$ cat config.mk
export PLATFORM = sky130hd
export DESIGN_NAME = ctrl_pipe
export DESIGN_NICKNAME = d
export VERILOG_FILES = /design/src/rtl/ctrl_pipe.sv
export SDC_FILE = /design/constraint.sdc
export NUM_CORES = 1
export LEC_CHECK = 0
export BUFFER_PORTS_ARGS = -buffer_cell sky130_fd_sc_hd__buf_2
export CAP_MARGIN = 10
export CORE_UTILIZATION = 55
export DETAILED_ROUTE_END_ITERATION = 6
export GPL_ROUTABILITY_DRIVEN = 0
export GPL_TIMING_DRIVEN = 0
export MAX_ROUTING_LAYER = met4
export PLACE_DENSITY_LB_ADDON = 0.1
export SLEW_MARGIN = 20
export SYNTH_ARGS = -nofsm -noshare
export SYNTH_HDL_FRONTEND = slang
export SYNTH_SLANG_ARGS = --single-unit
export TNS_END_PERCENT = 30
$ cat constraint.sdc
create_clock -name clk -period 3.8 [get_ports clk]
set_input_delay 0.57 -clock clk [delete_from_list [all_inputs] [get_ports clk]]
set_output_delay 0.57 -clock clk [all_outputs]
set_load 0.05 [all_outputs]
$ cat src/rtl/ctrl_pipe.sv
// Control carrier and hazard unit for the 5-stage core: carries decoder
// controls ID->EX->MEM->WB, detects load-use and taken-branch hazards.
module ctrl_pipe #(
    parameter int CNT_W = 16
) (
    input  logic             clk,
    input  logic             rst,
    input  logic             id_valid,
    input  logic             id_branch,
    input  logic             id_memRead,
    input  logic             id_memtoReg,
    input  logic             id_memWrite,
    input  logic             id_ALUSrc,
    input  logic             id_regWrite,
    input  logic [2:0]       id_ALUOp,
    input  logic [4:0]       id_rd,
    input  logic [4:0]       id_rs1,
    input  logic [4:0]       id_rs2,
    input  logic             ex_branch_taken,
    output logic             stall,
    output logic             flush,
    output logic             ex_valid,
    output logic             ex_branch,
    output logic             ex_memRead,
    output logic             ex_memtoReg,
    output logic             ex_memWrite,
    output logic             ex_ALUSrc,
    output logic             ex_regWrite,
    output logic [2:0]       ex_ALUOp,
    output logic [4:0]       ex_rd,
    output logic             mem_valid,
    output logic             mem_memRead,
    output logic             mem_memWrite,
    output logic             mem_memtoReg,
    output logic             mem_regWrite,
    output logic [4:0]       mem_rd,
    output logic             wb_valid,
    output logic             wb_memtoReg,
    output logic             wb_regWrite,
    output logic [4:0]       wb_rd,
    output logic [1:0]       fwd_a,
    output logic [1:0]       fwd_b,
    output logic [CNT_W-1:0] stall_cnt,
    output logic [CNT_W-1:0] flush_cnt
);

    localparam logic [CNT_W-1:0] CNT_MAX = '1;
    localparam logic [CNT_W-1:0] CNT_ONE = 1;
    localparam logic [1:0] FWD_RF  = 2'b00;
    localparam logic [1:0] FWD_WB  = 2'b01;
    localparam logic [1:0] FWD_MEM = 2'b10;

    logic       load_use;
    logic       taken;
    logic       bubble;
    logic [4:0] ex_rs1;
    logic [4:0] ex_rs2;
    logic       mem_hit_a;
    logic       mem_hit_b;
    logic       wb_hit_a;
    logic       wb_hit_b;

    // x0 is never a producer, so a zero ex_rd cannot raise a hazard.
    assign load_use = id_valid & ex_valid & ex_memRead
                    & (ex_rd != 5'd0)
                    & ((ex_rd == id_rs1) | (ex_rd == id_rs2));

    assign taken  = ex_valid & ex_branch & ex_branch_taken;
    assign flush  = taken;
    assign stall  = load_use & ~taken;
    assign bubble = taken | load_use | ~id_valid;

    always_ff @(posedge clk or posedge rst) begin
        if (rst) begin
            ex_valid    <= 1'b0;
            ex_branch   <= 1'b0;
            ex_memRead  <= 1'b0;
            ex_memtoReg <= 1'b0;
            ex_memWrite <= 1'b0;
            ex_ALUSrc   <= 1'b0;
            ex_regWrite <= 1'b0;
            ex_ALUOp    <= 3'd0;
            ex_rd       <= 5'd0;
            ex_rs1      <= 5'd0;
            ex_rs2      <= 5'd0;
        end else if (bubble) begin
            ex_valid    <= 1'b0;
            ex_branch   <= 1'b0;
            ex_memRead  <= 1'b0;
            ex_memtoReg <= 1'b0;
            ex_memWrite <= 1'b0;
            ex_ALUSrc   <= 1'b0;
            ex_regWrite <= 1'b0;
            ex_ALUOp    <= 3'd0;
            ex_rd       <= 5'd0;
            ex_rs1      <= 5'd0;
            ex_rs2      <= 5'd0;
        end else begin
            ex_valid    <= 1'b1;
            ex_branch   <= id_branch;
            ex_memRead  <= id_memRead;
            ex_memtoReg <= id_memtoReg;
            ex_memWrite <= id_memWrite;
            ex_ALUSrc   <= id_ALUSrc;
            ex_regWrite <= id_regWrite;
            ex_ALUOp    <= id_ALUOp;
            ex_rd       <= id_rd;
            ex_rs1      <= id_rs1;
            ex_rs2      <= id_rs2;
        end
    end

    always_ff @(posedge clk or posedge rst) begin
        if (rst) begin
            mem_valid    <= 1'b0;
            mem_memRead  <= 1'b0;
            mem_memWrite <= 1'b0;
            mem_memtoReg <= 1'b0;
            mem_regWrite <= 1'b0;
            mem_rd       <= 5'd0;
        end else begin
            mem_valid    <= ex_valid;
            mem_memRead  <= ex_memRead;
            mem_memWrite <= ex_memWrite;
            mem_memtoReg <= ex_memtoReg;
            mem_regWrite <= ex_regWrite;
            mem_rd       <= ex_rd;
        end
    end

    always_ff @(posedge clk or posedge rst) begin
        if (rst) begin
            wb_valid    <= 1'b0;
            wb_memtoReg <= 1'b0;
            wb_regWrite <= 1'b0;
            wb_rd       <= 5'd0;
        end else begin
            wb_valid    <= mem_valid;
            wb_memtoReg <= mem_memtoReg;
            wb_regWrite <= mem_regWrite;
            wb_rd       <= mem_rd;
        end
    end

    assign mem_hit_a = mem_valid & mem_regWrite & (mem_rd != 5'd0)
                     & (mem_rd == ex_rs1);
    assign mem_hit_b = mem_valid & mem_regWrite & (mem_rd != 5'd0)
                     & (mem_rd == ex_rs2);
    assign wb_hit_a  = wb_valid & wb_regWrite & (wb_rd != 5'd0)
                     & (wb_rd == ex_rs1);
    assign wb_hit_b  = wb_valid & wb_regWrite & (wb_rd != 5'd0)
                     & (wb_rd == ex_rs2);

    // MEM holds the younger result, so it wins over WB.
    always_comb begin
        fwd_a = FWD_RF;
        fwd_b = FWD_RF;
        if (mem_hit_a)
            fwd_a = FWD_MEM;
        else if (wb_hit_a)
            fwd_a = FWD_WB;
        if (mem_hit_b)
            fwd_b = FWD_MEM;
        else if (wb_hit_b)
            fwd_b = FWD_WB;
    end

    always_ff @(posedge clk or posedge rst) begin
        if (rst) begin
            stall_cnt <= '0;
            flush_cnt <= '0;
        end else begin
            if (stall && (stall_cnt != CNT_MAX))
                stall_cnt <= stall_cnt + CNT_ONE;
            if (flush && (flush_cnt != CNT_MAX))
                flush_cnt <= flush_cnt + CNT_ONE;
        end
    end

endmodule

---- Yosys cells after proc, flatten, opt, wreduce, memory -nomap -nowiden ----
Cells that the tools add are included.
Widths: inputs -> output; s select.
word-level totals
  register bits ........................... 75
  latch bits .............................. 0
  memory bits (writable) .................. 0
  bits in read-only memories .............. 0
  input port bits ......................... 28
  output and inout bits ................... 71
  logic and storage cells ................. 73
  memories ................................ 0
operators by class
  $add $sub $neg .......................... 2
  $mul .................................... 0
  div/mod/pow operators ................... 0
  magnitude comparators ................... 0
  equal/unequal tests ..................... 8
  shifts and indexed selects .............. 0
  mux-type cells .......................... 15
  bitwise logic cells ..................... 20
  reduce and logical (&&, ||, !) cells .... 5
operators with widths
  operator               number
  $add 16x1->16 const B  2
  $ne 16x16->1 const B   2
  $eq 5x5->1             6
  $and 1x1->1            15
  $mux 5                 3
  $reduce_bool 5->1      3
  $mux 1                 9
  $mux 2                 2
  $mux 3                 1
  $or 1x1->1             3
  $logic_and 1x1->1      2
  $not 1->1              2

---- Logic depth before layout (Yosys ltp) ----
  depth after elaboration ................. 7
  gate-level depth with buffers ........... 6
  depth with buffers taken out ............ 6

---- Worst setup path after synthesis ----
No wires, ideal clock.
  path type ............................... flip-flop to output port
  start point ............................. reg mem_rd[1]
  end point ............................... out fwd_b[0]
  arrival ................................. 3.016 ns
  required time ........................... 3.230 ns
  slack ................................... 0.214 ns
  stages on the path, launching flop included .. 5
  buffers on the path ..................... 0
  cell sequence ........................... dfrtp_1 or4_1 o211ai_1 nor4_1 nor4_1
on the way
  longest elaborated chain between the ends .. 4
  elaborated cells between the ends (all ways) .. 5
  those cells by class .................... eq/ne: 1; mux: 1; bitwise: 2; reduce/logical: 1
RTL lines
  element                   line  RTL
  start: declaration        36    output logic [4:0] mem_rd,
  start signal: assignment  127   mem_rd <= ex_rd;
  $reduce_bool 5->1         147   assign mem_hit_b = mem_valid & mem_regWrite & (mem_rd != 5'd0)
  $and 1x1->1               147
  $and 1x1->1 *             148   & (mem_rd == ex_rs2);
  named net mem_hit_b       59    logic mem_hit_b;
  $mux 2 *                  162   if (mem_hit_b)
  end: declaration          42    output logic [1:0] fwd_b,
Mark *: on every way through the listed nets, which the timed path passes. The rest lies on a longest branch.

---- Worst setup path after layout ----
Ends and elaborated chain as after synthesis.

==> results.md <==
- Pleak: between 2 and 2.5 nW
- Clock Sink Count: 75
- FF-to-FF path depth: 6
- Post-CTS Resized: 0
- Syn_area_per_cell: between 10 and 15 um2
- Outcome: finished, final reports clean
- Post-Syn Nets: 308
- WP data required: between 3 and 4 ns
- Vias in the first global route: roughly 2300
- EDFF count, synth: 0
- Multi-input gate area: between 1000 and 1500 um2
- Port bufs: 98
- Largest net degree at the start of global routing: between 60 and 70
- CTS tree: yes
- GR Overflow Total: 0
- Distinct cells, synth: 35
- Post-synth top area cell: dfrtp_1
- Slew margin rel.: 0.620
- Starting DRT DRC Count: 127
- Final WL: approximately 6.7 mm
- Crit-path leading delay family: simple AND/OR/NAND/NOR gates
- Slew Viols, Final: 0
- Fillcell total: 457
- I/O Pins: ~100
- Initial Util: 0.579
- Fraction of final layout cells with drive strength greater than 1: 0.321
- Final Hold Viols: 0
- Final setup fails: 0
- Slew at the pin with the worst max-slew slack: ~0.57 ns
- Post-CTS Hold Buffers: 0
- Postcts setup bufs: 0
- Area share of the largest cell type after synthesis: 0.578
- Clock skew: roughly 0.0066 ns
- Hold crit path type: in -> async
- ANT cells: 0
- Critical Path Source Type: register
- DP HPWL: 5.02 mm
- Initial antenna violation count: 0
- Top cells by count, synth: dfrtp_1, xnor2_1, and2_1
- CTS clock-pin slew for the worst setup and hold paths: ~0.07 ns
- Worst Setup Path Type: reg -> out
- Cells after Synth: about 280
- Die ar.: 6210 um2
- Clock period minus worst slack: 2.96 ns
- Finished Core Util: 0.721
- Area contributors post-synth: dfrtp_1, xnor2_1, and2_1
- Crit-path max FO: 5
- Yosys warns: 0
- Clk buf depth: 2
- Gr usage total: 0.244
- Period Utilization, post-route: 0.778
- Async SR Flop Fraction: 1.00
- Post-Syn Area: 3240 um2
- Later-pin clock latency in the skew report: around 0.33 ns
- Drt first pass iters: 4
- Core area: 5610 um2
- CP most frequent cell: nor4_1
- Post-synth top flop: dfrtp_1
- Max-cap viol count: 0
- Worst vdd ir: roughly 0.00027 V
- Num CTS Buffers: 9
- DR WL/cell: between 10 and 15 um
- Register Area: approximately 1900 um2
- Die height: roughly 79 um
- H-tree level count: 3
- CP Cell Sequence: or4_1, o211ai_1, nor4_1, nor4_1, buf_2
- CP Depth: 5
- Setup TNS: 0 ns
- Die extent in x: roughly 79 um
- Worst setup EP type: primary output
- Seq/Total Area, Yosys: 0.578
- Pwr per Cell Area: between 400 and 500 nW/um2
- DRT antenna net count: 0
- RSZ-0062 raised after global routing: no
- Vias: between 2000 and 2500
- Critical Path AT: ~2.4 ns
- Area added between synthesis and finish: 24.7%
- FF+latch count, synth: 75
- Post-layout nets: roughly 420
- CP bufs+invs: 1
- Count leader, synth: dfrtp_1
- Root buf cell: clkbuf_8
- Vias/cell: ~5
- Slowest Stage Delay on Critical Path: approximately 0.56 ns
- Number of core rows: 27
- First-pass GRT wire length: 11.0 mm
- Max Fclk: roughly 340 MHz
- DRC errors left: 0
- Critical path's slowest cell: or4_1
[worst reg2reg max path: cells and delay by family (launching register included)]
family	cells	cell delay (ns)
DFF	1	0.42
AOI/OAI and AO/OA	1	0.43
and+or+nand+nor	3	0.58
muxes	1	0.34
adders and majority gates	1	0.24
[area by class of cell]
type | instances | share of cell area
flip-flops and latches | 75 | 0.464
multi-input cells | 193 | 0.324
repair buffers | 99 | 0.128
clock buffers | 13 | 0.0418
well taps | 72 | 0.0223
plain buffers | 6 | 0.0102
clock inverters | 3 | 0.00526
inverters | 4 | 0.00433
[report_power, final]
part | leakage [nW] | internal (mW) | total [mW] | switching, mW
Combinational | 1.01 | 0.0936 | 0.324 | 0.230
Clock | 0.0956 | 0.291 | 0.562 | 0.271
Sequential | 0.996 | 0.844 | 0.893 | 0.0484
[logic make-up (layout without fill, tap and decap cells)]
| logic type | Yosys count | after routing | share of synthesized area |
|---|---|---|---|
| mux | 3 | 3 | 0.0104 |
| simple gates | 116 | 116 | 0.199 |
| flops | 75 | 75 | 0.578 |
| xor+xnor | 56 | 56 | 0.151 |
| fa+ha+maj | 2 | 2 | 0.00771 |
| buf+inv | 10 | 125 | 0.0174 |
| compound gates | 16 | 16 | 0.0359 |
[cell usage in the layout, fill, tap and decap left out, types with 2 or more instances in the layout]
cell type  instances
nand3_1           23
inv_1              3
a21oi_1            5
buf_2            101
nand4_1            5
xnor2_1           39
dfrtp_1           75
or4_1              4
clkbuf_8          12
a31oi_1            2
ha_1               2
o211ai_1           3
and2_1            27
nand2_1           17
and3_1            10
buf_4              2
and4_1             3
nor3_1             5
xor2_1            17
nor2_1            11
nor4_1             5
mux2_1             2
[worst paths after layout]
check                                              start                       end  slack, ns
worst max-delay path                 mem_rd[1]$_DFF_PP0_                  fwd_b[0]       0.84
worst min-delay path                                 rst     wb_memtoReg$_DFF_PP0_       0.15
worst max register to register  stall_cnt[0]$_DFFE_PP0P_  stall_cnt[1]$_DFFE_PP0P_       1.68
worst min register to register     ex_memtoReg$_DFF_PP0_    mem_memtoReg$_DFF_PP0_       0.38
max in group asynchronous                            rst        ex_rd[4]$_DFF_PP0_       3.11
min in group clk                   ex_memtoReg$_DFF_PP0_    mem_memtoReg$_DFF_PP0_       0.38
[state kept, by name (all words and copies together) (netlist names), 3 cells and up]
name and count:
ex_ALUOp 3, ex_rd 5, ex_rs1 5, ex_rs2 5, flush_cnt 16, mem_rd 5
stall_cnt 16, wb_rd 5
[stage by stage]
stage / worst slack, ns / hold WS, ns / total power, mW / std cells / cell area, um2
after floorplan: 0.214 / 0.672 / 1.14 / 278 / 3240
after global placement: 0.514 / 0.353 / 1.22 / 448 / 3820
after detailed placement: 1.07 / 0.372 / 1.24 / 449 / 3850
after CTS: 0.847 / 0.140 / 1.80 / 465 / 4050
after global routing: 0.761 / 0.147 / 1.86 / 465 / 4050
final: 0.842 / 0.154 / 1.78 / 465 / 4050
[layer usage]
layer | part of all wire | global-route usage | vias up
met1 | 0.46 | 0.317 | 1143
met4 | 0.0086 | 0.104 | 0
met5 | 0 | - | -
met3 | 0.052 | 0.0586 | 6
li1 | - | - | 1164
met2 | 0.48 | 0.368 | 80
(Power assumes the default switching activity.)
